<file path="config.mk">
export PLATFORM = sky130hd
export DESIGN_NAME = sv_if_sink_flat
export DESIGN_NICKNAME = d
export VERILOG_FILES = /design/src/rtl/sv_if_sink_if.sv /design/src/rtl/sv_if_sink.sv /design/src/flat_wrapper.sv
export SDC_FILE = /design/constraint.sdc
export NUM_CORES = 1
export LEC_CHECK = 0
export ABC_AREA = 1
export BUFFER_PORTS_ARGS = -buffer_cell sky130_fd_sc_hd__buf_4
export CAP_MARGIN = 20
export CORE_MARGIN = 4
export CORE_UTILIZATION = 60
export DETAILED_ROUTE_END_ITERATION = 12
export GPL_ROUTABILITY_DRIVEN = 0
export HOLD_SLACK_MARGIN = 0.08
export PLACE_DENSITY = 0.95
export SLEW_MARGIN = 15
export SYNTH_ARGS = -nofsm -noshare
export SYNTH_HDL_FRONTEND = slang
export SYNTH_SLANG_ARGS = --single-unit
</file>
<file path="constraint.sdc">
create_clock -name clk -period 3.4 [get_ports clk]
set_clock_uncertainty 0.05 [all_clocks]
set_input_delay 0.68 -clock clk [delete_from_list [all_inputs] [get_ports clk]]
set_output_delay 0.68 -clock clk [all_outputs]
set_load 0.02 [all_outputs]
</file>
<file path="src/rtl/sv_if_sink_if.sv">
// Valid/ready word channel shared by the source and sink sides of sv_if_sink.
// The master drives valid and data; the slave answers with ready.
interface sv_if_sink_if #(
  parameter int DATA_WIDTH = 8
);
  logic                  valid;
  logic                  ready;
  logic [DATA_WIDTH-1:0] data;

  modport master (output valid, output data, input ready);
  modport slave  (input valid, input data, output ready);
endinterface

</file>
<file path="src/rtl/sv_if_sink.sv">
// Buffering sink: accepts words on a valid/ready channel into a circular
// FIFO and re-presents them downstream in order. It also keeps a saturating
// count of accepted words and a running XOR checksum of them.
module sv_if_sink #(
  parameter int DATA_WIDTH = 8,
  parameter int DEPTH      = 4,
  parameter int CNT_WIDTH  = 16
) (
  input  logic                    clk,
  input  logic                    rst,
  input  logic                    clear,
  sv_if_sink_if.slave             src,
  sv_if_sink_if.master            dst,
  output logic [$clog2(DEPTH):0]  level,
  output logic [CNT_WIDTH-1:0]    xfer_count,
  output logic [DATA_WIDTH-1:0]   checksum
);

  localparam int AW = $clog2(DEPTH);
  localparam int LW = AW + 1;
  localparam logic [LW-1:0] FULL_LEVEL = LW'(DEPTH);

  logic [DATA_WIDTH-1:0] mem [DEPTH];
  logic [AW-1:0]         wr_ptr;
  logic [AW-1:0]         rd_ptr;
  logic                  accept;
  logic                  consume;

  // When full, a same-cycle consume frees a slot, so ready follows the
  // downstream ready combinationally. Reset blocks all accepts.
  assign src.ready = !rst && ((level < FULL_LEVEL) || dst.ready);
  assign dst.valid = (level != '0);
  assign dst.data  = mem[rd_ptr];

  assign accept  = src.valid && src.ready;
  assign consume = dst.valid && dst.ready;

  // Storage array: written on accept. Pointers wrap naturally because DEPTH
  // is a power of two.
  // NOTE: the data array has no reset; stale entries are never visible
  // because out_valid is derived from level, which is reset.
  always_ff @(posedge clk) begin
    if (accept) begin
      mem[wr_ptr] <= src.data;
    end
  end

  // Pointer and occupancy bookkeeping; accept and consume together leave
  // level unchanged at any occupancy.
  // NOTE: sequential state uses non-blocking assignments so every register
  // samples pre-edge values regardless of statement order.
  always_ff @(posedge clk) begin
    if (rst) begin
      wr_ptr <= '0;
      rd_ptr <= '0;
      level  <= '0;
    end else begin
      if (accept) begin
        wr_ptr <= wr_ptr + AW'(1);
      end
      if (consume) begin
        rd_ptr <= rd_ptr + AW'(1);
      end
      case ({accept, consume})
        2'b10:   level <= level + LW'(1);
        2'b01:   level <= level - LW'(1);
        default: level <= level;
      endcase
    end
  end

  // Statistics: saturating accept count and XOR checksum. Clear wins over a
  // coincident accept; reset wins over clear.
  always_ff @(posedge clk) begin
    if (rst || clear) begin
      xfer_count <= '0;
      checksum   <= '0;
    end else if (accept) begin
      checksum <= checksum ^ src.data;
      if (xfer_count != '1) begin
        xfer_count <= xfer_count + CNT_WIDTH'(1);
      end
    end
  end

endmodule

</file>
<file path="src/flat_wrapper.sv">
// flat-port wrapper written by rule: the top's interface ports become plain ports
module sv_if_sink_flat 
#(
  parameter int DATA_WIDTH = 8,
  parameter int DEPTH      = 4,
  parameter int CNT_WIDTH  = 16
)
  (clk, rst, clear, level, xfer_count, checksum, src_valid, src_data, src_ready, dst_valid, dst_data, dst_ready);
  sv_if_sink_if #(.DATA_WIDTH(DATA_WIDTH)) src_i ();
  sv_if_sink_if #(.DATA_WIDTH(DATA_WIDTH)) dst_i ();
  input  logic clk;
  input  logic rst;
  input  logic clear;
  output logic [$clog2(DEPTH):0] level;
  output logic [CNT_WIDTH-1:0] xfer_count;
  output logic [DATA_WIDTH-1:0] checksum;
  input wire logic [$bits(src_i.valid)-1:0] src_valid;
  input wire logic [$bits(src_i.data)-1:0] src_data;
  output wire logic [$bits(src_i.ready)-1:0] src_ready;
  output wire logic [$bits(dst_i.valid)-1:0] dst_valid;
  output wire logic [$bits(dst_i.data)-1:0] dst_data;
  input wire logic [$bits(dst_i.ready)-1:0] dst_ready;
  assign src_i.valid = src_valid;
  assign src_i.data = src_data;
  assign src_ready = src_i.ready;
  assign dst_valid = dst_i.valid;
  assign dst_data = dst_i.data;
  assign dst_i.ready = dst_ready;
  sv_if_sink #(.DATA_WIDTH(DATA_WIDTH), .DEPTH(DEPTH), .CNT_WIDTH(CNT_WIDTH)) u_core (.clk(clk), .rst(rst), .clear(clear), .src(src_i), .dst(dst_i), .level(level), .xfer_count(xfer_count), .checksum(checksum));
endmodule
</file>
== Yosys cells after proc, flatten, opt, wreduce, memory -nomap -nowiden ==
Memories as Yosys holds them, arrays and structs flattened. A register that Yosys moved wholly into a read port is not among the register bits.
Index checks and enable logic that the tools add are counted.

* Register bits after elaboration: 31
* Latch bits: 0
* Bits in writable memories: 32
* Bits in read-only memories: 0
* Input port bits: 13
* Memories kept: 1

* Add/subtract/negate cells: 5
* $mul: 0
* Divide/modulo/power cells: 0
* Magnitude comparators: 1
* Equal/unequal tests: 3
* Shift operators: 0
* Muxes and demuxes: 5
* Bitwise gates (word level): 1
* Reductions and logical operators: 9

{| class="wikitable"
|+ Memory list
! memory !! depth !! bits a word !! read ports !! clocked after Yosys merged registers in !! wr ports !! RTL line !! RTL
|-
| u_core.mem || 4 || 8 || 1 || 1 || 1 || sv_if_sink.sv:23 || <nowiki>logic [DATA_WIDTH-1:0] mem [DEPTH];</nowiki>
|}

{| class="wikitable"
|+ Operators by type and width
! kind !! count
|-
| adder 16 x 1 -> 16 bit (second input constant) || 1
|-
| != test 16 bit (second input constant) || 1
|-
| XOR 8 bit || 1
|-
| one-hot mux 3 bit (2 select lines) || 1
|-
| adder 2 x 1 -> 2 bit (second input constant) || 2
|-
| 2-to-1 mux 2 bit || 2
|-
| adder 3 x 1 -> 3 bit (second input constant) || 1
|-
| logical AND 1 bit || 3
|-
| < comparator 3 bit (second input constant) || 1
|-
| nonzero test 3 bit || 1
|-
| subtractor 3 x 1 -> 3 bit (second input constant) || 1
|-
| equality test 2 x 1 -> 1 bit (second input constant) || 1
|-
| equality test 2 bit (second input constant) || 1
|-
| logical OR 1 bit || 2
|-
| 2-to-1 mux 1 bit || 2
|-
| AND reduction 2 bit || 1
|-
| nonzero test 2 bit || 1
|-
| zero test 1 bit || 1
|}

== Longest topological paths before layout ==
* Depth after elaboration: 6
* Mapped depth: 11
* Depth with buffers taken out: 10

== Least setup slack after synthesis ==
Ideal clock, no wire load.

* Path kind: input port to flip-flop
* From: input port dst_ready
* To: register u_core.level[2]
* Setup time: 0.122 ns
* Data arrival time: 2.100 ns
* Required time: 3.228 ns
* Setup slack: 1.128 ns
* Stages on the path: 11
* Path buffers: 1
* Path through: inv_1 > nand2_1 > nand3_4 > buf_2 > ha_1 > inv_1 > fa_1 > a21oi_1 > o21ai_0 > o21ai_0 > a21oi_1

* Word-level cells in the longest chain between the ends: 5
* Elaborated cells on any way between the ends: 8
* Those cells by class: eq/ne (2); mux (1); reduce/logical (5)

{| class="wikitable"
|+ RTL lines
! what !! RTL line !! RTL
|-
| from (decl) || flat_wrapper.sv:22 || <nowiki>input wire logic [$bits(dst_i.ready)-1:0] dst_ready;</nowiki>
|-
| logical OR 1 bit || sv_if_sink.sv:31 || <nowiki>assign src.ready = !rst && ((level < FULL_LEVEL) || dst.ready);</nowiki>
|-
| logical AND 1 bit || sv_if_sink.sv:31 ||
|-
| logical AND 1 bit || sv_if_sink.sv:35 || <nowiki>assign accept = src.valid && src.ready;</nowiki>
|-
| equality test 2 x 1 -> 1 bit or equality test 2 bit (tied branches) || sv_if_sink.sv:64 || <nowiki>case ({accept, consume})</nowiki>
|-
| one-hot mux 3 bit (2 select lines) or nonzero test 2 bit (tied branches) || n/a ||
|-
| to (signal assigned) || sv_if_sink.sv:65 || <nowiki>2'b10: level <= level + LW'(1);</nowiki>
|-
| to (signal assigned) || sv_if_sink.sv:66 || <nowiki>2'b01: level <= level - LW'(1);</nowiki>
|-
| to (signal assigned) || sv_if_sink.sv:67 || <nowiki>default: level <= level;</nowiki>
|-
| to (decl) || sv_if_sink.sv:14 || <nowiki>output logic [$clog2(DEPTH):0] level,</nowiki>
|}

Parallel ways exist; a longest one is shown, timed or not.
A chain may end at the register's enable or synchronous reset.

==> qor.yml <==
synth:
  yosys-top-cells-count: "61 x nor2_1, 52 x nand2_1, 43 x inv_1, 33 x dfxtp_1, 33 x o21ai_0"
  synth-seq-cells: 65
  ys_top_cells_by_area: "edfxtp_1 32%, dfxtp_1 22%, nor2_1 7.7%"
  synth.cell_area_sq_um: 2970
  synth_top_area_share_pct: 32.4
  syn_inst: 343
  yosysMostFrequentCell: "nor2_1"
  ys_warn_count: 0
  yosysUniqueCellTypes: 28
  synthFlopType: "dfxtp_1"
  synth.avg_cell_area_sq_um: 8.66
  syn-num-nets: 363
  ys_async_sr_fraction_pct: 0
  ys_seq_area_share_pct: 54.6
  synth_edf_count: 32
  yosys.area.top_type: "edfxtp_1"
grt:
  antenna_found_initial: 0
  grt_pass1_vias: 2477
  grt_max_degree: 25
  grt_pass1_wl_um: 11200
  grt_use_total_pct: 23.6
  grt_overflow: 0
clock_network:
  max-clock-path-buffers: 2
  htree_levels: 3
  cts_setup_buffers: 0
  root_buffer: "clkbuf_8"
  cts_made_buffers: 9
  tritoncts: "yes"
  worst_skew_pair.late_latency_ns: 0.34
  post_cts_resized: 0
  clock_sinks: 65
  clkTransAtPathRegs_ns: 0.07
  cts.hold.buffers_added: 0
worst_setup_path:
  crit_required_ns: 2.67
  critPathLaunchType: "flop"
  crit_family: "flip-flops"
  cp_slowest_cell: "dfxtp_1"
  cp_slowest_stage_delay_ns: 0.63
  end_kind: "output port"
  crit_buf_inv: 2
  worst-setup-path-type: "reg2out"
  arrival_ns: 1.92
  crit_fanout: 17
  crit_chain: "inv_1 -> o21ai_0 -> o22ai_1 -> buf_4"
routing:
  route.detailed.drc: 0
  avgViaCountPerCell: 5.47
  dr.pass1.iters: 5
  drt_iter0_drc: 249
  vias: 2569
  routed_wl_um: 6710
  ant_nets: 0
  wl_per_cell_um: 14.3
layout:
  fin_cells: 470
  area_growth_pct: 21.2
  drive_gt1_share_pct: 20.6
  nets: 418
  antenna_cells: 0
  stdcell_area_sq_um: 3600
worst_hold_path:
  hold_class: "reg2reg"
placed_design:
  post-place-ws_ns: 0.942
  dp_hpwl_um: 4550
  port_buffers: 49
  dp.cells: 454
  postPlaceCellArea_sq_um: 3400
timing:
  worst_slack_ns: 0.752
  hold_viol_final: 0
  setup-tns-final_ns: 0
  fin_crit_sh_pct: 77.9
  setup_violations: 0
  max_freq_mhz: 378
  rsz0062_at_grt: "false"
  tightest_slew_ns: 0.729
  max-slew-margin-rel_pct: 51.2
  slew_violations: 0
  fin_crit_ns: 2.65
pwr:
  total_power_w: 0.00200
  p_per_area_nw_per_um2: 556
  power_leakage_nw: 1.46
  ir_worst_vdd_uv: 296
floorplan:
  io_pins: 50
  dieArea_sq_um: 6140
  dieHeight_um: 78.4
  core-area_sq_um: 4750
  rows: 25
  die_w_um: 78.4
  initial_utilization_pct: 62.5
job:
  maxCapViolCount: 0
status:
  status: "complete, no violations"
==> stage by stage <==
stage | utilization [%] | hold slack, ns
floorplan | - | 0.383
global placement | 71.6 | 0.390
detailed placement | 71.6 | 0.391
CTS | 75.7 | 0.403
global route | 75.7 | 0.423
finish | 75.7 | 0.402
==> flip-flops by register name, indices dropped and copies added (netlist names), named ones only <==
register           count
u_core.level           3
u_core.wr_ptr          2
u_core.xfer_count     16
u_core.checksum        8
u_core.mem            32
u_core.rd_ptr          2
==> path summary, 6_finish.rpt <==
| path | slack (ns) | to | start | cells past startpoint |
|---|---|---|---|---|
| min reg2reg | 0.40 | u_core.checksum[5]$_SDFFE_PP0P_ | u_core.checksum[5]$_SDFFE_PP0P_ | 1 |
| max reg2reg | 1.43 | u_core.level[2]$_SDFFE_PP0P_ | u_core.level[2]$_SDFFE_PP0P_ | 9 |
| min | 0.40 | u_core.checksum[5]$_SDFFE_PP0P_ | u_core.checksum[5]$_SDFFE_PP0P_ | 1 |
| max | 0.75 | dst_data[5] | flop | 4 |
==> layout make-up <==
type / count / area (sq um)
clock buffer: 11 / 141
timing repair buffer: 50 / 375
tap: 67 / 83.8
clock inverter: 5 / 55.1
sequential: 65 / 1620
inverter: 46 / 173
multi-input combinational: 226 / 1150
fill: 348 / 1150
==> kinds of logic after synthesis <==
kind of cell             count (synthesis)  share of synthesized area, %
XOR/XNOR                                 2                         0.590
AND/OR/NAND/NOR                        146                          22.5
flip-flops                              65                          54.6
adder cells (fa/ha/maj)                  7                          3.20
buffers and inverters                   52                          6.70
AO/OA/AOI/OAI                           71                          12.4
==> power breakdown <==
part	switching, W	total, W	leakage [nW]	internal (W)
Combinational	0.000274	0.000436	0.804	0.000162
Clock	0.000300	0.000657	0.0953	0.000356
Sequential	0.0000433	0.000908	0.558	0.000865
==> worst reg2reg max path, stage by stage, from the launching register on <==
cell and delay, ns:
dfxtp_1 0.36, nand2_1 0.12, nand3_4 0.24, ha_1 0.21
inv_1 0.07, fa_1 0.37, a21oi_1 0.14, o21ai_0 0.11
o21ai_0 0.15, a21oi_1 0.05
==> placed cells by master (no fill, tap or decap) <==
cell type / instances
a21oi_1: 26
a31oi_1: 2
and2_1: 1
and3_1: 1
buf_4: 50
bufinv_16: 1
clkbuf_1: 1
clkbuf_8: 10
clkinv_2: 2
clkinvlp_4: 2
dfxtp_1: 33
edfxtp_1: 32
fa_1: 1
ha_1: 6
inv_1: 43
inv_2: 3
nand2_1: 52
nand2_2: 3
nand2_4: 2
nand3_1: 10
nand3_2: 3
nand3_4: 1
nand4_1: 5
nor2_1: 61
nor2_2: 2
nor2_4: 4
nor3_1: 1
o21ai_0: 33
o21ai_1: 2
o22ai_1: 8
xor2_1: 2
==> per-layer routing <==
metal | share of wire, % | vias to the layer above | track usage (%)
li1 | - | 1240 | -
met1 | 40 | 1186 | 27.6
met2 | 50 | 121 | 40.0
met3 | 7.3 | 22 | 5.96
met4 | 2.6 | 0 | 12.2
met5 | 0 | - | 0
Note: power is estimated with default switching activity, not from simulation.
